### config.mk
export PLATFORM = sky130hd
export DESIGN_NAME = aes_shiftrows_pipe
export DESIGN_NICKNAME = d
export VERILOG_FILES = /design/src/rtl/aes_pkg.sv /design/src/rtl/aes_rowperm_comb.sv /design/src/rtl/aes_shiftrows_pipe.sv
export SDC_FILE = /design/constraint.sdc
export NUM_CORES = 1
export LEC_CHECK = 0
export ABC_AREA = 1
export BUFFER_PORTS_ARGS = -buffer_cell sky130_fd_sc_hd__clkbuf_2
export CAP_MARGIN = 30
export CORE_MARGIN = 2
export CORE_UTILIZATION = 60
export CTS_BUF_LIST = sky130_fd_sc_hd__clkbuf_8
export DETAILED_ROUTE_END_ITERATION = 12
export PLACE_DENSITY_LB_ADDON = 0.2
export SYNTH_ARGS = -nofsm -noshare
export SYNTH_HDL_FRONTEND = slang
export SYNTH_SLANG_ARGS = --single-unit
### constraint.sdc
create_clock -name clk -period 3.6 [get_ports clk]
set_input_delay 0.18 -clock clk [delete_from_list [all_inputs] [get_ports clk]]
set_output_delay 0.18 -clock clk [all_outputs]
set_load 0.05 [all_outputs]
### src/rtl/aes_pkg.sv
// Shared AES helpers: legal state widths, row shift offsets and the
// ShiftRows/InvShiftRows byte permutation. The permutation takes and returns
// a 256-bit container. Only the low 32*nb bits are used.
// Byte i of a state is at [8*(4*nb-1-i) +: 8], where i = 4*c + r.
package aes_pkg;

    localparam int unsigned NB_128 = 4;
    localparam int unsigned NB_192 = 6;
    localparam int unsigned NB_256 = 8;

    localparam int unsigned MAX_STATE_W = 32 * NB_256;

    // Occupancy of the output register and skid entry, encoded as {out_valid, sk_valid}.
    typedef enum logic [1:0] {
        OccEmpty = 2'b00,
        OccOne   = 2'b10,
        OccFull  = 2'b11
    } occ_e;

    // Rijndael row shift: {0,1,2,3} for Nb = 4/6, {0,1,3,4} for Nb = 8.
    function automatic int unsigned aes_shift_ofs(input int unsigned nb, input int unsigned r);
        if (nb == NB_256 && r >= 2) begin
            return r + 1;
        end
        return r;
    endfunction

    function automatic logic [MAX_STATE_W-1:0] aes_rowperm(input logic [MAX_STATE_W-1:0] state,
                                                          input int unsigned nb,
                                                          input logic inv);
        logic [MAX_STATE_W-1:0] res;
        int unsigned            sh;
        int unsigned            src_c;
        res = '0;
        for (int unsigned c = 0; c < NB_256; c++) begin
            for (int unsigned r = 0; r < 4; r++) begin
                if (c < nb) begin
                    sh    = aes_shift_ofs(nb, r);
                    // Adding nb before subtracting keeps the inverse index non-negative.
                    src_c = inv ? (c + nb - sh) % nb : (c + sh) % nb;
                    res[8*(4*nb-1-(4*c+r)) +: 8] = state[8*(4*nb-1-(4*src_c+r)) +: 8];
                end
            end
        end
        return res;
    endfunction

endpackage

### src/rtl/aes_rowperm_comb.sv
// Purely combinational ShiftRows (inv_i = 0) / InvShiftRows (inv_i = 1).
// It handles Nb columns of 4 rows.
//   state_i  32*NB  input state, column-major byte packing
//   inv_i    1      direction select
//   state_o  32*NB  permuted state, same packing
module aes_rowperm_comb
    import aes_pkg::*;
#(
    parameter int unsigned NB = 4
) (
    input  logic [32*NB-1:0] state_i,
    input  logic             inv_i,
    output logic [32*NB-1:0] state_o
);

    logic [MAX_STATE_W-1:0] wide_in;
    logic [MAX_STATE_W-1:0] wide_out;

    assign wide_in  = MAX_STATE_W'(state_i);
    assign wide_out = aes_rowperm(wide_in, NB, inv_i);
    assign state_o  = wide_out[32*NB-1:0];

    // The container bits above the real state are always zero.
    if (NB < NB_256) begin : gen_unused_hi
        logic unused_hi;
        assign unused_hi = ^wide_out[MAX_STATE_W-1:32*NB];
    end

endmodule

### src/rtl/aes_shiftrows_pipe.sv
// Registered, handshaked ShiftRows/InvShiftRows stage with a one-entry skid buffer.
// The direction is chosen per block. The stage carries a sideband tag and counts
// blocks leaving the output.
//   clk, rst_n            clock (rising edge), async active-low reset
//   in_valid/in_ready     input handshake; in_ready comes straight from a flop
//   in_state/in_inv/in_tag  block, direction, sideband
//   out_valid/out_ready   output handshake; out_valid comes straight from a flop
//   out_state/out_tag     permuted block and its tag
//   blk_cnt               wrapping count of output transfers
module aes_shiftrows_pipe
    import aes_pkg::*;
#(
    parameter int unsigned NB    = 4,
    parameter int unsigned TAG_W = 4,
    parameter int unsigned CNT_W = 16
) (
    input  logic               clk,
    input  logic               rst_n,
    input  logic               in_valid,
    output logic               in_ready,
    input  logic [32*NB-1:0]   in_state,
    input  logic               in_inv,
    input  logic [TAG_W-1:0]   in_tag,
    output logic               out_valid,
    input  logic               out_ready,
    output logic [32*NB-1:0]   out_state,
    output logic [TAG_W-1:0]   out_tag,
    output logic [CNT_W-1:0]   blk_cnt
);

    localparam int unsigned W = 32 * NB;

    if (NB != NB_128 && NB != NB_192 && NB != NB_256) begin : gen_bad_nb
        $error("aes_shiftrows_pipe: NB must be 4, 6 or 8");
    end

    logic [W-1:0]     perm_state;
    logic             out_valid_q, out_valid_d;
    logic [W-1:0]     out_state_q, out_state_d;
    logic [TAG_W-1:0] out_tag_q, out_tag_d;
    logic             sk_valid_q, sk_valid_d;
    logic [W-1:0]     sk_state_q, sk_state_d;
    logic [TAG_W-1:0] sk_tag_q, sk_tag_d;
    logic [CNT_W-1:0] cnt_q, cnt_d;
    logic             in_acc;
    logic             out_xfer;
    occ_e             occ;

    // Permute on the way in, so both storage slots hold finished data.
    aes_rowperm_comb #(
        .NB(NB)
    ) u_rowperm (
        .state_i(in_state),
        .inv_i  (in_inv),
        .state_o(perm_state)
    );

    assign in_ready  = ~sk_valid_q;
    assign in_acc    = in_valid & ~sk_valid_q;
    assign out_xfer  = out_valid_q & out_ready;
    assign occ       = occ_e'({out_valid_q, sk_valid_q});

    always_comb begin
        out_valid_d = out_valid_q;
        out_state_d = out_state_q;
        out_tag_d   = out_tag_q;
        sk_valid_d  = sk_valid_q;
        sk_state_d  = sk_state_q;
        sk_tag_d    = sk_tag_q;
        cnt_d       = out_xfer ? cnt_q + CNT_W'(1) : cnt_q;

        unique case (occ)
            OccEmpty: begin
                if (in_acc) begin
                    out_valid_d = 1'b1;
                    out_state_d = perm_state;
                    out_tag_d   = in_tag;
                end
            end
            OccOne: begin
                if (out_ready) begin
                    // A new block reloads the output directly; otherwise the output drains.
                    out_valid_d = in_acc;
                    if (in_acc) begin
                        out_state_d = perm_state;
                        out_tag_d   = in_tag;
                    end
                end else if (in_acc) begin
                    sk_valid_d = 1'b1;
                    sk_state_d = perm_state;
                    sk_tag_d   = in_tag;
                end
            end
            OccFull: begin
                // in_ready is low here, so only the skid entry can move up.
                if (out_ready) begin
                    out_state_d = sk_state_q;
                    out_tag_d   = sk_tag_q;
                    sk_valid_d  = 1'b0;
                end
            end
            default: begin
            end
        endcase
    end

    always_ff @(posedge clk or negedge rst_n) begin
        if (!rst_n) begin
            out_valid_q <= 1'b0;
            out_state_q <= '0;
            out_tag_q   <= '0;
            sk_valid_q  <= 1'b0;
            sk_state_q  <= '0;
            sk_tag_q    <= '0;
            cnt_q       <= '0;
        end else begin
            out_valid_q <= out_valid_d;
            out_state_q <= out_state_d;
            out_tag_q   <= out_tag_d;
            sk_valid_q  <= sk_valid_d;
            sk_state_q  <= sk_state_d;
            sk_tag_q    <= sk_tag_d;
            cnt_q       <= cnt_d;
        end
    end

    assign out_valid = out_valid_q;
    assign out_state = out_state_q;
    assign out_tag   = out_tag_q;
    assign blk_cnt   = cnt_q;

    a_skid_implies_out : assert property (@(posedge clk) disable iff (!rst_n)
        !(sk_valid_q && !out_valid_q));

endmodule

==> run_results.csv, run 1 <==
group,metric,value,unit
grt,grt_pass1_wl,55.37,mm
worst_setup_path,cp.required,4.06,ns
power_and_ir_drop,p_total,15.89,mW
clocking,clock_latency,0.54,ns
timing,hold_viol,0,
logic_synthesis,synthTopCellsByArea,"dfrtp_1, nand2_1, a31oi_1, nor2_1, o21ai_0",
logic_synthesis,synth-adder-area-share,0.09941,%
power_and_ir_drop,leakage,8.457,nW
grt,antenna_found_initial,2,
drt,viasPerCell,5.335,
placed_design,gp_congestion,0.8235,
placed_design,dpl_cell_area,0.01411,mm^2
logic_synthesis,synth.most_common_cell,"nand2_1",
power_and_ir_drop,p_per_area,993.3,mW/mm^2
floorplanning,rows,52,
logic_synthesis,ys.flop_type,"dfrtp_1",
placed_design,port-buffer-count,286,
timing,tns,0,ns
timing,slew_headroom,33.86,%
grt,overflow,0,
timing,slew_viol_final,0,
logic_synthesis,synth_top_family_by_area,"simple AND/OR/NAND/NOR gates",
flow_run,maxCapViolCount,0,
cells_and_area,syn2layout_area_growth,27.13,%
logic_synthesis,syn_avg_cell_area,7.881,um^2
logic_synthesis,synth.distinct_cells,22,
worst_setup_path,cp_data_arrival_time,2.79,ns
logic_synthesis,syn-instance-count,1597,
clocking,tritoncts,"done",
grt,grt_max_degree,173,
worst_setup_path,crit_type,"reg -> reg",
placed_design,dp_cells,2066,
drt,post-route-drc-count,0,
cells_and_area,fin_util,78.32,%
placed_design,dp_hpwl,20.65,mm
logic_synthesis,yosysSeqAreaShare,56.07,%
clocking,postCtsSetupBuffers,0,
logic_synthesis,synth_area,0.01259,mm^2
timing,fmax,429.7,MHz
cells_and_area,nFillCells,1434,
cells_and_area,design_area,0.01600,mm^2
cells_and_area,instances_no_fill,2242,
floorplanning,die_w,148.8,um
logic_synthesis,synth-xor-area-share,0.6263,%
drt,first_pass_iters,5,
clocking,cts_sinks,282,
cells_and_area,regArea,0.007057,mm^2
placed_design,dp_slack,1.135,ns
drt,vias,11960,
cells_and_area,num-nets-final,2075,
cells_and_area,drive_gt1_share,18.98,%
floorplanning,ioPinCount,287,
logic_synthesis,synthArstFlopShare,100.0,%
floorplanning,die_area,0.02215,mm^2
drt,post_drt_wl_per_cell,15.45,um
floorplanning,core_area,0.02043,mm^2
timing,setup_viol,0,
grt,grt_pass1_vias,11550,
min_path,hold_path_class,"in -> reg",
timing,fin_ws,1.273,ns
logic_synthesis,synth_top_area_share,56.07,%
logic_synthesis,syn_nets,1735,
power_and_ir_drop,switchingPower,7.836,mW
power_and_ir_drop,ir_drop,0.6507,mV
drt,drtIter0Drc,897,
clocking,h-tree-depth,2,
timing,clock_skew,0.006970,ns
logic_synthesis,synthMuxAreaShare,0,%
logic_synthesis,synth-edff-count,0,
cells_and_area,multiInputGateArea,0.004772,mm^2
timing,tightest_slew,0.9921,ns
clocking,cts-root-buf,"clkbuf_8",
power_and_ir_drop,power_frac_comb,47.1,%
timing,min_period,2.327,ns
worst_setup_path,endpoint_kind,"flip-flop",
clocking,cts_buffers,46,
timing,rsz0062_at_grt,"no",
logic_synthesis,synth_compound_area_share,9.216,%
logic_synthesis,yosys-top-cells-count,"nand2_1, dfrtp_1, nor2_1",
clocking,clock_path_buffers,3,
drt,drtAntennaViolNets,0,
floorplanning,start_util,61.61,%
floorplanning,dieHeight,148.8,um
outcome,run_status,"complete, no violations",
worst_setup_path,crit_fanout,86,
logic_synthesis,yosys.area.top_type,"dfrtp_1",
power_and_ir_drop,p_int,8.057,mW
clocking,path_clk_slew,0.06,ns
power_and_ir_drop,clkPwrFrac,17.3,%
logic_synthesis,ys.warnings.count,0,
worst_setup_path,critPathLaunchType,"flip-flop",
timing,finalCritPeriodShare,64.64,%
logic_synthesis,synth-simple-area-share,27.88,%
power_and_ir_drop,pwr-share-seq,35.6,%
drt,drt_wl_total,34.63,mm
grt,grt_use_total,30.98,%
power_and_ir_drop,switching_share,49.30,%
logic_synthesis,yosys_register_bits,282,
timing,fin_hold_ws,0.02028,ns
[critical path: stages, from the launching register on]
cell and delay, ns:
dfrtp_1 0.44, nand2_4 0.32, inv_4 0.83, buf_12 0.33, nand2_1 0.08, a31oi_1 0.19
[state kept, by name, indices dropped and copies added, names as in the netlist]
signal / count
out_state: 128
sk_state_q: 128
blk_cnt: 16
out_tag: 4
sk_tag_q: 4
out_valid: 1
sk_valid_q: 1
[what timing repair did]
item	CTS	global route
hold buffers	91	0
resized for setup	0	0
endpoints found under the hold margin	245	0
[routing by layer]
| layer | up-vias | share of wire, % | track usage, % |
|---|---|---|---|
| met5 | - | 0 | 0 |
| met4 | 0 | 4.5 | 15.71 |
| met3 | 122 | 8.1 | 6.881 |
| met2 | 513 | 46 | 48.84 |
| met1 | 5612 | 41 | 40.80 |
| li1 | 5715 | - | - |
[logic make-up after synthesis]
kind of cell	Yosys count
and+or+nand+nor	922
AOI/OAI and AO/OA	198
adders and majority gates	1
DFF	282
buffers and inverters	185
xor gates and xnor gates	9
[layout make-up]
type	count	share of cell area, %
flip-flops and latches	282	44.10
diodes	2	0.03128
inverters	86	2.049
multi-input cells	1130	29.82
repair buffers	391	16.14
clock inverters	23	0.7507
well taps	270	2.111
clock buffers	58	4.989
[power by group through the flow]
stage / sequential [mW] / clock [mW] / combinational, mW
after CTS: 5.63 / 2.80 / 7.42
after global routing: 5.81 / 2.94 / 8.09
after floorplan: 8.21 / 0 / 2.84
final: 5.66 / 2.75 / 7.48
after global placement: 5.60 / 0 / 7.15
after detailed placement: 5.66 / 0 / 7.33
[cells in the final DEF (no fill, tap or decap), types with 2 or more instances in the layout]
cell / instances
nor2_1: 143
xor2_1: 6
inv_2: 2
dlygate4sd3_1: 91
diode_2: 2
buf_4: 7
inv_1: 98
dfrtp_1: 282
buf_12: 5
clkbuf_8: 58
nor3_1: 2
o21ai_0: 65
nand4_1: 7
clkbuf_2: 284
nand3_1: 7
a31oi_1: 132
buf_16: 3
xnor2_1: 3
inv_4: 2
nand2_1: 759
clkinv_2: 6
[path summary, 6_finish.rpt]
path | startpoint | to | slack (ns) | cells past startpoint
max | out_valid | out_state[44] | 1.27 | 5
min | in_state[0] | sk_state_q[32] | 0.02 | 5
max reg2reg | out_valid | out_state[44] | 1.27 | 5
min reg2reg | sk_state_q[3] | sk_state_q[3] | 0.47 | 2
max in group asynchronous | rst_n | sk_state_q[39] | 2.38 | 3
min in group asynchronous | rst_n | blk_cnt[11] | 0.26 | 2
Power figures use the tool's default switching activity.
==> run 2, diff against run 1 <==
Settings changed: CORE_UTILIZATION 60 to 56.
Clock period 3.6 ns to 2.2 ns, I/O delays scaled along.
==> run 2 against run 1 <==
  * Sequential power rose by 64%
  * Via count rose by 4.3%
  * Clock power rose by 71%
  * Global-route usage rose by 0.66 points
  * Sequential cell count did not move
  * Critical endpoint is now out_state[103]
  * Maximum frequency rose by 20%
  * Highest routed layer unchanged
  * Routed wire length rose by 7.2%
  * Hold slack got worse by 0.0010 ns
  * Die area rose by 6.9%
==> run_results.csv, run 2 (synthesis results as in run 1) <==
group,metric,value,unit
outcome,run_status,"complete, no violations",
clocking,cts_buffers,47,
cells_and_area,design_area,0.01688,mm^2
cells_and_area,multiInputGateArea,0.004772,mm^2
placed_design,dp_hpwl,21.47,mm
cells_and_area,final_common_cell,"nand2_1",
power_and_ir_drop,leakage,8.846,nW
timing,finalCritPeriodShare,88.19,%
min_path,hold_path_class,"in -> reg",
drt,post_drt_wl_per_cell,15.93,um
clocking,cts_resized,0,
worst_setup_path,slowest_delay,0.46,ns
timing,rsz0062_at_grt,"no",
grt,grt_use_total,31.64,%
grt,grt_max_degree,84,
floorplanning,start_util,57.32,%
placed_design,dpl_cell_area,0.01431,mm^2
drt,drtAntennaViolNets,0,
drt,post-route-drc-count,0,
floorplanning,ioPinCount,287,
cells_and_area,final_cell_mix,"nand2_1, clkbuf_2, dfrtp_1, dlygate4sd3_1, nor2_1",
clocking,clock_path_buffers,3,
power_and_ir_drop,clkPwrFrac,17.7,%
power_and_ir_drop,pwr-share-seq,34.9,%
clocking,h-tree-depth,2,
worst_setup_path,cp.required,2.66,ns
drt,drtIter0Drc,1015,
timing,slew_headroom,36.22,%
drt,first_pass_iters,7,
flow_run,maxCapViolCount,0,
power_and_ir_drop,p_per_area,1574,mW/mm^2
timing,tns,0,ns
grt,grt_pass1_wl,60.90,mm
timing,tightest_slew,0.9567,ns
clocking,clock_latency,0.56,ns
power_and_ir_drop,switchingPower,13.00,mW
grt,overflow,0,
worst_setup_path,cp_num_buf_inv,2,
drt,vias,12480,
worst_setup_path,crit_fanout,70,
floorplanning,rows,54,
worst_setup_path,cp_data_arrival_time,2.40,ns
grt,antenna_found_initial,0,
worst_setup_path,crit_slowest_cell,"a21oi_4",
timing,min_period,1.940,ns
cells_and_area,nFillCells,1500,
worst_setup_path,crit_type,"reg -> reg",
clocking,cts-root-buf,"clkbuf_8",
floorplanning,die_area,0.02369,mm^2
cells_and_area,syn2layout_area_growth,34.16,%
clocking,tritoncts,"done",
cells_and_area,drive_gt1_share,18.76,%
grt,grt_pass1_vias,12490,
clocking,path_clk_slew,0.06,ns
cells_and_area,fin_util,76.89,%
drt,drt_wl_total,37.14,mm
floorplanning,dieHeight,153.9,um
worst_setup_path,worstPathCellList,"inv_1 > nand2_1 > a21oi_4 > buf_12 > nor2_1 > a31oi_1",
placed_design,dp_cells,2089,
power_and_ir_drop,ir_drop,1.038,mV
cells_and_area,regArea,0.007057,mm^2
timing,clock_skew,0.02259,ns
timing,slew_viol_final,0,
floorplanning,die_w,153.9,um
worst_setup_path,endpoint_kind,"flip-flop",
timing,fmax,515.4,MHz
floorplanning,core_area,0.02196,mm^2
drt,viasPerCell,5.349,
placed_design,gp_congestion,0.8438,
cells_and_area,num-nets-final,2156,
power_and_ir_drop,p_int,13.57,mW
cells_and_area,antenna_cells,0,
worst_setup_path,path_delay_family,"compound AO/OA/AOI/OAI gates",
cells_and_area,instances_no_fill,2332,
worst_setup_path,critPathLaunchType,"flip-flop",
clocking,cts_sinks,282,
timing,hold_viol,0,
timing,fin_hold_ws,0.01927,ns
power_and_ir_drop,power_frac_comb,47.4,%
power_and_ir_drop,switching_share,48.93,%
placed_design,port-buffer-count,286,
timing,setup_viol,0,
==> run 2: final cells by class <==
type	instances	share of cell area (%)
sequential	282	41.79
timing repair buffer	471	20.19
tap	280	2.075
clock inverter	20	0.6076
inverter	86	1.941
clock buffer	63	5.135
multi-input combinational	1130	28.26
==> run 2: power groups by stage <==
stage               registers, mW  clock network [mW]  logic (mW)
finish                       9.26                4.71        12.6
global route                 9.51                5.05        13.6
CTS                          9.20                4.76        12.5
detailed placement           9.24                   0        12.2
global placement             9.17                   0        11.9
floorplan                    13.4                   0        4.65
==> run 2: worst min-delay path: stages <==
cell and delay (ns):
clkbuf_2 0.09, inv_1 0.04, o21ai_0 0.13, nand2_1 0.10
nand2_1 0.05
==> run 2: through the flow <==
step / worst slack [ns] / power (mW)
detailed placement: 0.3668 / 21.49
finish: 0.2598 / 26.57
global route: 0.1937 / 28.14
global placement: 0.4642 / 21.11
floorplan: 0.4701 / 18.09
CTS: 0.2877 / 26.47
==> run 2: timing repair <==
action                    CTS  global route
buffers inserted            0             0
hold endpoints to repair  328             0
hold buffers              160             0
==> run 2: final timing paths <==
kind                       slack, ns           start  cells after the start             end
max                             0.26      sk_valid_q                      6  out_state[103]
min                             0.02    in_state[19]                      5  sk_state_q[51]
max reg2reg                     0.26      sk_valid_q                      6  out_state[103]
min reg2reg                     0.47  sk_state_q[49]                      2  sk_state_q[49]
max in group asynchronous       1.27           rst_n                      3  sk_state_q[40]
min in group asynchronous       0.13           rst_n                      2      blk_cnt[8]
==> run 2: metal layers <==
metal / track usage (%) / share of wire, % / vias to the layer above
met2: 51.87 / 48 / 603
met5: 0 / 0 / -
li1: - / - / 5870
met1: 38.92 / 39 / 5829
met3: 8.315 / 8.5 / 173
met4: 16.24 / 5.2 / 0
==> run 3, diff against run 2 <==
Settings changed: SETUP_SLACK_MARGIN set to 0.3.
==> run 3 against run 2 <==
  * Power increased by 0.25%
  * Die area unchanged
  * Routed wire length about the same
  * Sequential cell count unchanged
  * First-iteration DRC count decreased by 3.1%
  * Critical path type unchanged
  * Largest power group unchanged
  * Highest routed layer unchanged
==> run_results.csv, run 3 (synthesis results as in run 1) <==
group,metric,value,unit
power_and_ir_drop,p_total,26.64,mW
cells_and_area,antenna_cells,0,
power_and_ir_drop,power_frac_comb,47.5,%
floorplanning,rows,54,
power_and_ir_drop,pwr-share-seq,34.8,%
worst_setup_path,slowest_delay,0.42,ns
grt,grt_use_total,31.66,%
power_and_ir_drop,p_per_area,1575,mW/mm^2
worst_setup_path,critPathLaunchType,"flip-flop",
drt,top_layer,"met4",
cells_and_area,drive_gt1_share,18.88,%
clocking,clock_latency,0.56,ns
cells_and_area,syn2layout_area_growth,34.37,%
floorplanning,start_util,57.32,%
floorplanning,dieHeight,153.9,um
timing,min_period,1.786,ns
power_and_ir_drop,p_int,13.61,mW
timing,rsz0062_at_grt,"no",
worst_setup_path,crit_slowest_cell,"dfrtp_1",
cells_and_area,instances_no_fill,2335,
grt,grt_max_degree,84,
worst_setup_path,cp_num_buf_inv,3,
timing,fin_hold_ws,0.02166,ns
timing,slew_headroom,54.17,%
timing,slew_viol_final,0,
worst_setup_path,cp_data_arrival_time,2.24,ns
flow_run,maxCapViolCount,0,
timing,tns,0,ns
min_path,hold_path_class,"in -> reg",
drt,vias,12490,
drt,drtAntennaViolNets,0,
power_and_ir_drop,clkPwrFrac,17.7,%
clocking,tritoncts,"done",
grt,grt_pass1_wl,60.96,mm
worst_setup_path,path_delay_family,"buffers and inverters",
grt,antenna_found_initial,0,
worst_setup_path,endpoint_kind,"flip-flop",
clocking,h-tree-depth,2,
timing,finalCritPeriodShare,81.18,%
drt,drtIter0Drc,984,
placed_design,port-buffer-count,286,
clocking,clock_path_buffers,3,
drt,met3_length,3.156,mm
timing,hold_viol,0,
clocking,cts_sinks,282,
timing,tightest_slew,0.6875,ns
worst_setup_path,crit_type,"reg -> reg",
clocking,path_clk_slew,0.06,ns
outcome,run_status,"complete, no violations",
placed_design,gp_congestion,0.8438,
drt,post-route-drc-count,0,
grt,overflow,0,
placed_design,dp_hpwl,21.47,mm
power_and_ir_drop,ir_drop,1.040,mV
drt,first_pass_iters,6,
power_and_ir_drop,leakage,8.863,nW
drt,viasPerCell,5.350,
cells_and_area,final_cell_mix,"nand2_1, clkbuf_2, dfrtp_1, dlygate4sd3_1, nor2_1",
timing,fmax,559.9,MHz
placed_design,dp_cells,2089,
floorplanning,die_area,0.02369,mm^2
cells_and_area,final_common_cell,"nand2_1",
clocking,cts-root-buf,"clkbuf_8",
worst_setup_path,cp.required,2.66,ns
drt,post_drt_wl_per_cell,15.92,um
floorplanning,ioPinCount,287,
timing,clock_skew,0.02120,ns
power_and_ir_drop,switching_share,48.92,%
power_and_ir_drop,switchingPower,13.03,mW
worst_setup_path,crit_fanout,68,
drt,routed-wl-met2,17.64,mm
grt,grt_pass1_vias,12500,
floorplanning,core_area,0.02196,mm^2
cells_and_area,nFillCells,1496,
drt,drt_wl_total,37.17,mm
drt,wl_met1,14.41,mm
cells_and_area,num-nets-final,2159,
timing,setup_viol,0,
floorplanning,die_w,153.9,um
worst_setup_path,worstPathCellList,"inv_1 > nand2_1 > a21oi_4 > buf_4 > buf_12 > nor2_1 > a31oi_1",
clocking,cts_buffers,47,
-- run 3: cell count changes in the layout (fill, tap and decap cells not counted) --
cell,change
buf_4,+2
buf_6,+1
-- run 3: layout make-up --
type	instances	area [um^2]	area share (%)
flip-flops and latches	282	7057	41.73
inverters	86	327.8	1.938
well taps	280	350.3	2.072
repair buffers	474	3435	20.31
clock buffers	63	867.1	5.127
clock inverters	20	102.6	0.6067
multi-input cells	1130	4772	28.22
-- run 3: path summary, 6_finish.rpt --
path | startpoint | end | slack (ns) | cells past startpoint
max in group asynchronous | rst_n | sk_state_q[40] | 1.27 | 3
worst min register to register | sk_state_q[49] | sk_state_q[49] | 0.47 | 2
min in group asynchronous | rst_n | blk_cnt[8] | 0.14 | 2
worst min-delay path | in_state[19] | sk_state_q[51] | 0.02 | 5
worst max register to register | sk_valid_q | out_state[29] | 0.41 | 7
worst max-delay path | sk_valid_q | out_state[29] | 0.41 | 7
-- run 3: worst min-delay path: cells and delay by family --
family	cells	cell delay, ns
AO/OA/AOI/OAI	1	0.13
buffers and inverters	2	0.13
AND/OR/NAND/NOR	2	0.15
-- run 3: layer usage --
| metal | global-route usage, % | vias to the layer above |
|---|---|---|
| li1 | - | 5876 |
| met5 | 0 | - |
| met2 | 51.91 | 595 |
| met1 | 38.96 | 5843 |
| met4 | 16.24 | 0 |
| met3 | 8.286 | 178 |
-- run 3: power by group through the flow --
stage | Clock [mW] | Combinational, mW | Sequential (mW)
after floorplan | 0 | 4.65 | 13.4
after global placement | 0 | 11.9 | 9.17
after detailed placement | 0 | 12.2 | 9.24
after CTS | 4.76 | 12.6 | 9.20
after global routing | 5.05 | 13.6 | 9.51
final | 4.72 | 12.7 | 9.26
-- run 3: what timing repair did --
action / 4_1_cts / 5_1_grt
setup buffers: 3 / 0
cloned: 0 / 0
hold buffers: 160 / 0
hold endpoints to repair: 328 / 0
pin swaps: 1 / 0
gates resized for setup: 0 / 1
endpoints found under the setup margin: 2 / 9
-- run 3: metrics by stage --
stage          utilization, %  setup WS [ns]  instance area, um^2
3_3_place_gp            65.19         0.4642                14310
4_1_cts                 77.00         0.3524                16910
3_5_place_dp            65.19         0.3668                14310
6_report                77.01         0.4141                16910
5_1_grt                 77.01         0.3464                16910
2_1_floorplan               -         0.4701                12590
